===== src/rtl/map_pkg.sv =====
// Shared types and sizing for the map layer buffer: row payload struct and FSM states.
package map_pkg;

    localparam int MAP_WIDTH       = 7;
    localparam int MAP_DEPTH       = 8;
    localparam int MAP_GEN_LATENCY = 2;
    localparam int ROW_AW          = $clog2(MAP_DEPTH);
    localparam int COL_AW          = $clog2(MAP_WIDTH);
    localparam int VR_W            = ROW_AW + 1;

    // Index 0 is the leftmost cell, matching the generator's [0:WIDTH-1] planes.
    typedef logic [0:MAP_WIDTH-1] cells_t;

    typedef struct packed {
        cells_t layer;
        cells_t btype;
        cells_t bonus;
    } row_t;

    typedef enum logic [2:0] {
        S_IDLE,
        S_INIT_REQ,
        S_INIT_FILL,
        S_READY,
        S_SCROLL_REQ,
        S_SCROLL_WAIT,
        S_SCROLL_DONE
    } state_t;

    function automatic logic row_in_range(input logic [ROW_AW-1:0] r);
        return int'(r) < MAP_DEPTH;
    endfunction

    function automatic logic col_in_range(input logic [COL_AW-1:0] c);
        return int'(c) < MAP_WIDTH;
    endfunction

endpackage


===== src/rtl/map_row_store.sv =====
// Scrolling row store: shift-in at row 0, clear-all, single bonus-bit clear, registered read.
// Bonus-bit clearing exists only when MAP_LAYER_BUFFER_BONUS_EN is defined.
module map_row_store
    import map_pkg::*;
(
    input  logic              clk,
    input  logic              rst_n,
    input  logic              clear_i,
    input  logic              shift_i,
    input  row_t              in_row_i,
    input  logic              bonus_clr_i,
    input  logic [ROW_AW-1:0] bonus_row_i,
    input  logic [COL_AW-1:0] bonus_col_i,
    input  logic [ROW_AW-1:0] rd_row_i,
    output row_t              rd_data_o
);

    row_t rows_q  [MAP_DEPTH];
    row_t cleared [MAP_DEPTH];
    row_t rd_q;

    // The collected-bonus clear is applied before the shift so the cleared cell travels with its row.
    always_comb begin
        for (int i = 0; i < MAP_DEPTH; i++) begin
            cleared[i] = rows_q[i];
        end
`ifdef MAP_LAYER_BUFFER_BONUS_EN
        if (bonus_clr_i && row_in_range(bonus_row_i) && col_in_range(bonus_col_i)) begin
            cleared[bonus_row_i].bonus[bonus_col_i] = 1'b0;
        end
`endif
    end

`ifndef MAP_LAYER_BUFFER_BONUS_EN
    logic unused_clr;
    assign unused_clr = ^{bonus_clr_i, bonus_row_i, bonus_col_i};
`endif

    for (genvar gi = 0; gi < MAP_DEPTH; gi++) begin : g_row
        always_ff @(posedge clk or negedge rst_n) begin
            if (!rst_n) begin
                rows_q[gi] <= '0;
            end else if (clear_i) begin
                rows_q[gi] <= '0;
            end else if (shift_i) begin
                if (gi == 0) begin
                    rows_q[gi] <= in_row_i;
                end else begin
                    rows_q[gi] <= cleared[gi-1];
                end
            end else begin
                rows_q[gi] <= cleared[gi];
            end
        end
    end

    always_ff @(posedge clk or negedge rst_n) begin
        if (!rst_n) begin
            rd_q <= '0;
        end else begin
            rd_q <= row_in_range(rd_row_i) ? rows_q[rd_row_i] : '0;
        end
    end

    assign rd_data_o = rd_q;

endmodule


===== src/rtl/map_layer_buffer.sv =====
// Generator-facing map buffer: request/capture FSM, generator latency counter, fill count.
// Define MAP_LAYER_BUFFER_BONUS_EN to store the bonus plane and enable bonus_clr_i.
module map_layer_buffer
    import map_pkg::*;
#(
    parameter int GEN_LATENCY = MAP_GEN_LATENCY
) (
    input  logic              clk,
    input  logic              rst_n,
    input  logic              start_i,
    input  logic              scroll_req_i,
    output logic              generate_map_o,
    input  cells_t            layer_map_i,
    input  cells_t            block_type_i,
    input  cells_t            bonus_map_i,
    input  logic              load_layer_i,
    input  logic              map_ready_i,
    input  logic [ROW_AW-1:0] rd_row_i,
    output cells_t            rd_layer_o,
    output cells_t            rd_type_o,
    output cells_t            rd_bonus_o,
    input  logic              bonus_clr_i,
    input  logic [ROW_AW-1:0] bonus_row_i,
    input  logic [COL_AW-1:0] bonus_col_i,
    output logic              busy_o,
    output logic              scroll_done_o,
    output logic [VR_W-1:0]   valid_rows_o
);

    localparam int              LAT_W    = (GEN_LATENCY > 1) ? $clog2(GEN_LATENCY) : 1;
    localparam logic [LAT_W-1:0] LAT_LAST = LAT_W'(GEN_LATENCY - 1);
    localparam logic [VR_W-1:0]  VR_FULL  = VR_W'(MAP_DEPTH);

    state_t            state_q;
    logic [LAT_W-1:0]  lat_cnt_q;
    logic [VR_W-1:0]   valid_rows_q;
    logic              generate_map_q;
    logic              scroll_done_q;
    logic              busy_q;

    logic              shift_en;
    row_t              in_row;
    row_t              rd_data;

    // Init rows arrive on load strobes; a scroll row is taken blind once the latency elapses.
    assign shift_en = !start_i &&
                      ((state_q == S_INIT_FILL && load_layer_i) ||
                       (state_q == S_SCROLL_WAIT && lat_cnt_q == LAT_LAST));

    assign in_row.layer = layer_map_i;
    assign in_row.btype = block_type_i;
`ifdef MAP_LAYER_BUFFER_BONUS_EN
    assign in_row.bonus = bonus_map_i;
    assign rd_bonus_o   = rd_data.bonus;
`else
    assign in_row.bonus = '0;
    assign rd_bonus_o   = '0;
    logic unused_bonus;
    assign unused_bonus = ^{bonus_map_i, rd_data.bonus};
`endif

    always_ff @(posedge clk or negedge rst_n) begin
        if (!rst_n) begin
            state_q        <= S_IDLE;
            lat_cnt_q      <= '0;
            valid_rows_q   <= '0;
            generate_map_q <= 1'b0;
            scroll_done_q  <= 1'b0;
            busy_q         <= 1'b1;
        end else begin
            generate_map_q <= 1'b0;
            scroll_done_q  <= 1'b0;
            if (start_i) begin
                state_q        <= S_INIT_REQ;
                generate_map_q <= 1'b1;
                busy_q         <= 1'b1;
                valid_rows_q   <= '0;
                lat_cnt_q      <= '0;
            end else begin
                if (shift_en && valid_rows_q != VR_FULL) begin
                    valid_rows_q <= valid_rows_q + VR_W'(1);
                end
                case (state_q)
                    S_IDLE: ;
                    S_INIT_REQ: state_q <= S_INIT_FILL;
                    S_INIT_FILL: begin
                        if (map_ready_i) begin
                            state_q <= S_READY;
                            busy_q  <= 1'b0;
                        end
                    end
                    S_READY: begin
                        if (scroll_req_i) begin
                            state_q        <= S_SCROLL_REQ;
                            generate_map_q <= 1'b1;
                            busy_q         <= 1'b1;
                        end
                    end
                    S_SCROLL_REQ: begin
                        state_q   <= S_SCROLL_WAIT;
                        lat_cnt_q <= '0;
                    end
                    S_SCROLL_WAIT: begin
                        if (lat_cnt_q == LAT_LAST) begin
                            state_q       <= S_SCROLL_DONE;
                            scroll_done_q <= 1'b1;
                        end else begin
                            lat_cnt_q <= lat_cnt_q + LAT_W'(1);
                        end
                    end
                    S_SCROLL_DONE: begin
                        state_q <= S_READY;
                        busy_q  <= 1'b0;
                    end
                    default: state_q <= S_IDLE;
                endcase
            end
        end
    end

    map_row_store u_store (
        .clk         (clk),
        .rst_n       (rst_n),
        .clear_i     (start_i),
        .shift_i     (shift_en),
        .in_row_i    (in_row),
        .bonus_clr_i (bonus_clr_i),
        .bonus_row_i (bonus_row_i),
        .bonus_col_i (bonus_col_i),
        .rd_row_i    (rd_row_i),
        .rd_data_o   (rd_data)
    );

    assign generate_map_o = generate_map_q;
    assign scroll_done_o  = scroll_done_q;
    assign busy_o         = busy_q;
    assign valid_rows_o   = valid_rows_q;
    assign rd_layer_o     = rd_data.layer;
    assign rd_type_o      = rd_data.btype;

endmodule


===== config.mk =====
export PLATFORM = sky130hd
export DESIGN_NAME = map_layer_buffer
export DESIGN_NICKNAME = d
export VERILOG_FILES = /design/src/rtl/map_pkg.sv /design/src/rtl/map_row_store.sv /design/src/rtl/map_layer_buffer.sv
export SDC_FILE = /design/constraint.sdc
export NUM_CORES = 1
export LEC_CHECK = 0
export CAP_MARGIN = 20
export CELL_PAD_IN_SITES_DETAIL_PLACEMENT = 1
export CELL_PAD_IN_SITES_GLOBAL_PLACEMENT = 1
export CORE_MARGIN = 5
export CORE_UTILIZATION = 40
export CTS_CLUSTER_DIAMETER = 80
export DETAILED_ROUTE_END_ITERATION = 6
export GPL_TIMING_DRIVEN = 0
export HOLD_SLACK_MARGIN = 0.1
export PLACE_DENSITY = 0.8
export SLEW_MARGIN = 20
export SYNTH_ARGS = -nofsm -noshare
export SYNTH_HDL_FRONTEND = slang
export SYNTH_SLANG_ARGS = --single-unit

===== constraint.sdc =====
create_clock -name clk -period 2 [get_ports clk]
set_clock_uncertainty 0.15 [all_clocks]
set_input_delay 0.4 -clock clk [delete_from_list [all_inputs] [get_ports clk]]
set_output_delay 0.4 -clock clk [all_outputs]
set_load 0.03 [all_outputs]

==> metrics.md <==
| Metric | Value |
|---|---|
| First-pass GRT wire length | `around 24 mm` |
| Global Route Usage Sum | `roughly a fifth` |
| Initial core utilization | `40.5%` |
| Number of detailed-route iterations in the first pass | `4` |
| Most common cell after layout, fill and taps aside | `dfrtp_1` |
| # rows | `44` |
| 1st-iter DRT viols | `310` |
| CTS buffer count | `17` |
| CP max stage cell | `clkdlybuf4s50_1` |
| Power density cells | `990 mW/mm^2` |
| Core box area | `0.0144 sq mm` |
| Post-synth cell types | `30` |
| Critical path capture point type | `output pin` |
| Total power | `0.00721 W` |
| Layout cells sized above 1 | `26.0%` |
| Number of antenna violations at the first check in global routing | `0` |
| Fin. Hold Viols | `0` |
| Type of the worst min-delay path | `reg -> reg` |
| CP Launch Point | `u_store.rd_data_o[10]` |
| Switch Pwr | `0.00176 W` |
| Area growth syn-to-layout | `24.6%` |
| Num ports | `65` |
| Layout Nets | `493` |
| Port buffer count | `41` |
| Synth Instances | `383` |
| Clock Path Buffers | `2` |
| DP HPWL | `9.68 mm` |
| TritonCTS clock tree | `yes` |
| #FFs+latches synth | `137` |
| Hold wc startpoint | `busy_o` |
| # setup viols final | `0` |
| Vias | `between 3,000 and 4,000` |
| Largest net degree at the start of global routing | `83` |
| Crit path max fanout | `1` |
| GRT busiest layer | `met2` |
| Via density | `5.94` |
| Final GP Congestion | `approximately 0.83` |
| CP startpoint kind | `flop` |
| Worst path cell trace | `clkdlybuf4s50_1` |
| Most frequent cells in the layout | `134 x dfrtp_1, 113 x a22o_1, 28 x mux4_2` |
| MaxCap Viol Count | `0` |
| Die area | `0.0171 sq mm` |
| Max Clock Freq | `511 MHz` |
| Unrepaired setup endpoints after global routing | `no` |
| GRT met1 Usage | `26.0%` |
| Cell family with most CP delay | `buffers and inverters` |
| Max-slew violation count | `0` |
| Clock Sinks | `137` |
| Minimum clock period | `around 2.0 ns` |
| Post-synthesis sequential area ratio | `around three fifths` |
| Crit path buf inv count | `1` |
| Final core utilization | `roughly 51%` |
| DIE WIDTH | `131 um` |
| Routed Antenna Nets | `0` |
| Drt drc | `0` |
| P_leak | `3.62 nW` |
| Grt met3 use | `5.41%` |
| Status | `complete, no violations` |
| Worst Path Required | `1.45 ns` |
| Post-route design area | `0.00729 sq mm` |
| Routing usage on met2 | `a little under a third` |
| Largest stage delay on the critical path | `about 0.67 ns` |
| N_diodes | `0` |
| DR WL/cell | `between 20 and 25 um` |
| Crit Path Category | `reg -> out` |
| Clk pwr share | `about 48%` |
| Least-Margin Pin Slew | `0.778 ns` |
| Worst vdd ir | `about 0.00075 V` |
| CP arrival | `1.41 ns` |
| Internal power | `roughly 0.0054 W` |
| CTS root buf | `clkbuf_16` |
| Routed wire length | `between 15 and 20 mm` |
| Area after DPL | `roughly 0.0065 sq mm` |
| Grt total ovfl | `0` |
| Die Y | `131 um` |
| Syn avg cell area | `15.3 sq um` |
| Skew-Pair Late Insertion Delay | `~0.43 ns` |
| Worst slew margin | `48.1%` |
| Switching Share | `24.4%` |
| Vias in the first global route | `4,112` |
| Logic pwr share | `between 10% and 20%` |
| Clock slew at reported path FFs | `roughly 0.060 ns` |
| Synth warn | `0` |
| Sequential power share | `40.5%` |
| Worst r2r src | `state_q[2]` |
| H-tree Lvls | `4` |
| Cell area after synthesis | `0.00585 sq mm` |
| Tcrit/Tclk final | `between 90 and 100%` |
==> cell families after synthesis <==
logic type      synth area share, %
other cells                  0.0642
flops                          58.7
buf+inv                        5.03
mux                            14.6
fa+ha+maj                     0.428
compound gates                 18.3
simple gates                   2.95
==> layout make-up <==
type | instances | area [sq um]
repair buffers | 46 | 494
multi-input cells | 206 | 2160
fillers | 1401 | 7140
clock inverters | 6 | 134
flip-flops and latches | 137 | 3430
clock buffers | 25 | 515
inverters | 5 | 18.8
well taps | 184 | 230
plain buffers | 41 | 305
==> power by group through the flow <==
stage / Combinational [W] / Sequential, W / Clock (W)
2_1_floorplan: 0.000448 / 0.00298 / 0
3_3_place_gp: 0.000766 / 0.00296 / 0
3_5_place_dp: 0.000801 / 0.00297 / 0
4_1_cts: 0.000812 / 0.00292 / 0.00350
5_1_grt: 0.000892 / 0.00293 / 0.00364
6_report: 0.000829 / 0.00292 / 0.00346
==> state kept, by name, summed over array words and instances (netlist names) <==
register and flops:
u_store.rd_data_o 14, state_q 3, generate_map_o 1, lat_cnt_q 1
busy_o 1, scroll_done_o 1, valid_rows_o 4, u_store.cleared 112
==> routing by layer <==
metal / share of wire, % / wire length, um / up-vias
met4: 1.6 / 259 / 0
met2: 51 / 7970 / 137
li1: - / - / 1625
met3: 5.7 / 904 / 23
met5: 0 / 0 / -
met1: 42 / 6650 / 2078
==> stage by stage <==
step | std cells | setup slack (ns) | TNS (ns) | hold WS [ns]
final | 650 | 0.0436 | 0 | 0.329
after global routing | 650 | 0.000392 | 0 | 0.353
after CTS | 647 | 0.000444 | 0 | 0.335
after detailed placement | 615 | -0.474 | -48.52 | 0.203
after global placement | 614 | -4.83 | -701.46 | 0.312
after floorplan | 389 | 0.0608 | 0 | -0.0456
==> synthesized netlist by cell type, drive strengths merged <==
cell,instances,area (sq um)
o2bb2ai,1,8.76
a211oi,1,7.51
a22o,113,990
nand4bb,1,27.5
nand4b,1,23.8
inv,5,18.8
a21oi,5,25.0
and3b,2,17.5
a31o,1,8.76
nor2b,5,31.3
dfstp,1,26.3
clkbuf,7,26.3
nor2,7,26.3
o21ai,1,5.00
conb,1,3.75
nor3b,1,7.51
buf,34,249
nand2,1,3.75
nand3,2,10.0
ha,2,25.0
mux2i,3,30.0
nand2b,4,25.0
mux4,28,631
a221oi,1,8.76
mux2,17,191
o21bai,2,15.0
dfrtp,136,3400
==> what timing repair did <==
action,in CTS,in global routing
pin swaps,0,0
hold endpoints to repair,55,0
buffers inserted,0,3
gates resized for setup,19,18
hold buffers,1,0
endpoints found under the setup margin,119,101
==> path summary, 6_finish.rpt <==
path,endpoint,slack [ns],depth (start not counted)
worst max-delay path,rd_type_o[3],0.04,1
worst min-delay path,busy_o,0.33,2
worst max register to register,u_store.cleared[79],0.06,6
worst min register to register,busy_o,0.33,2
max in group asynchronous,u_store.cleared[92],0.63,3
min in group asynchronous,u_store.rd_data_o[13],0.34,2
No activity file was read; power rests on OpenSTA's default activity.
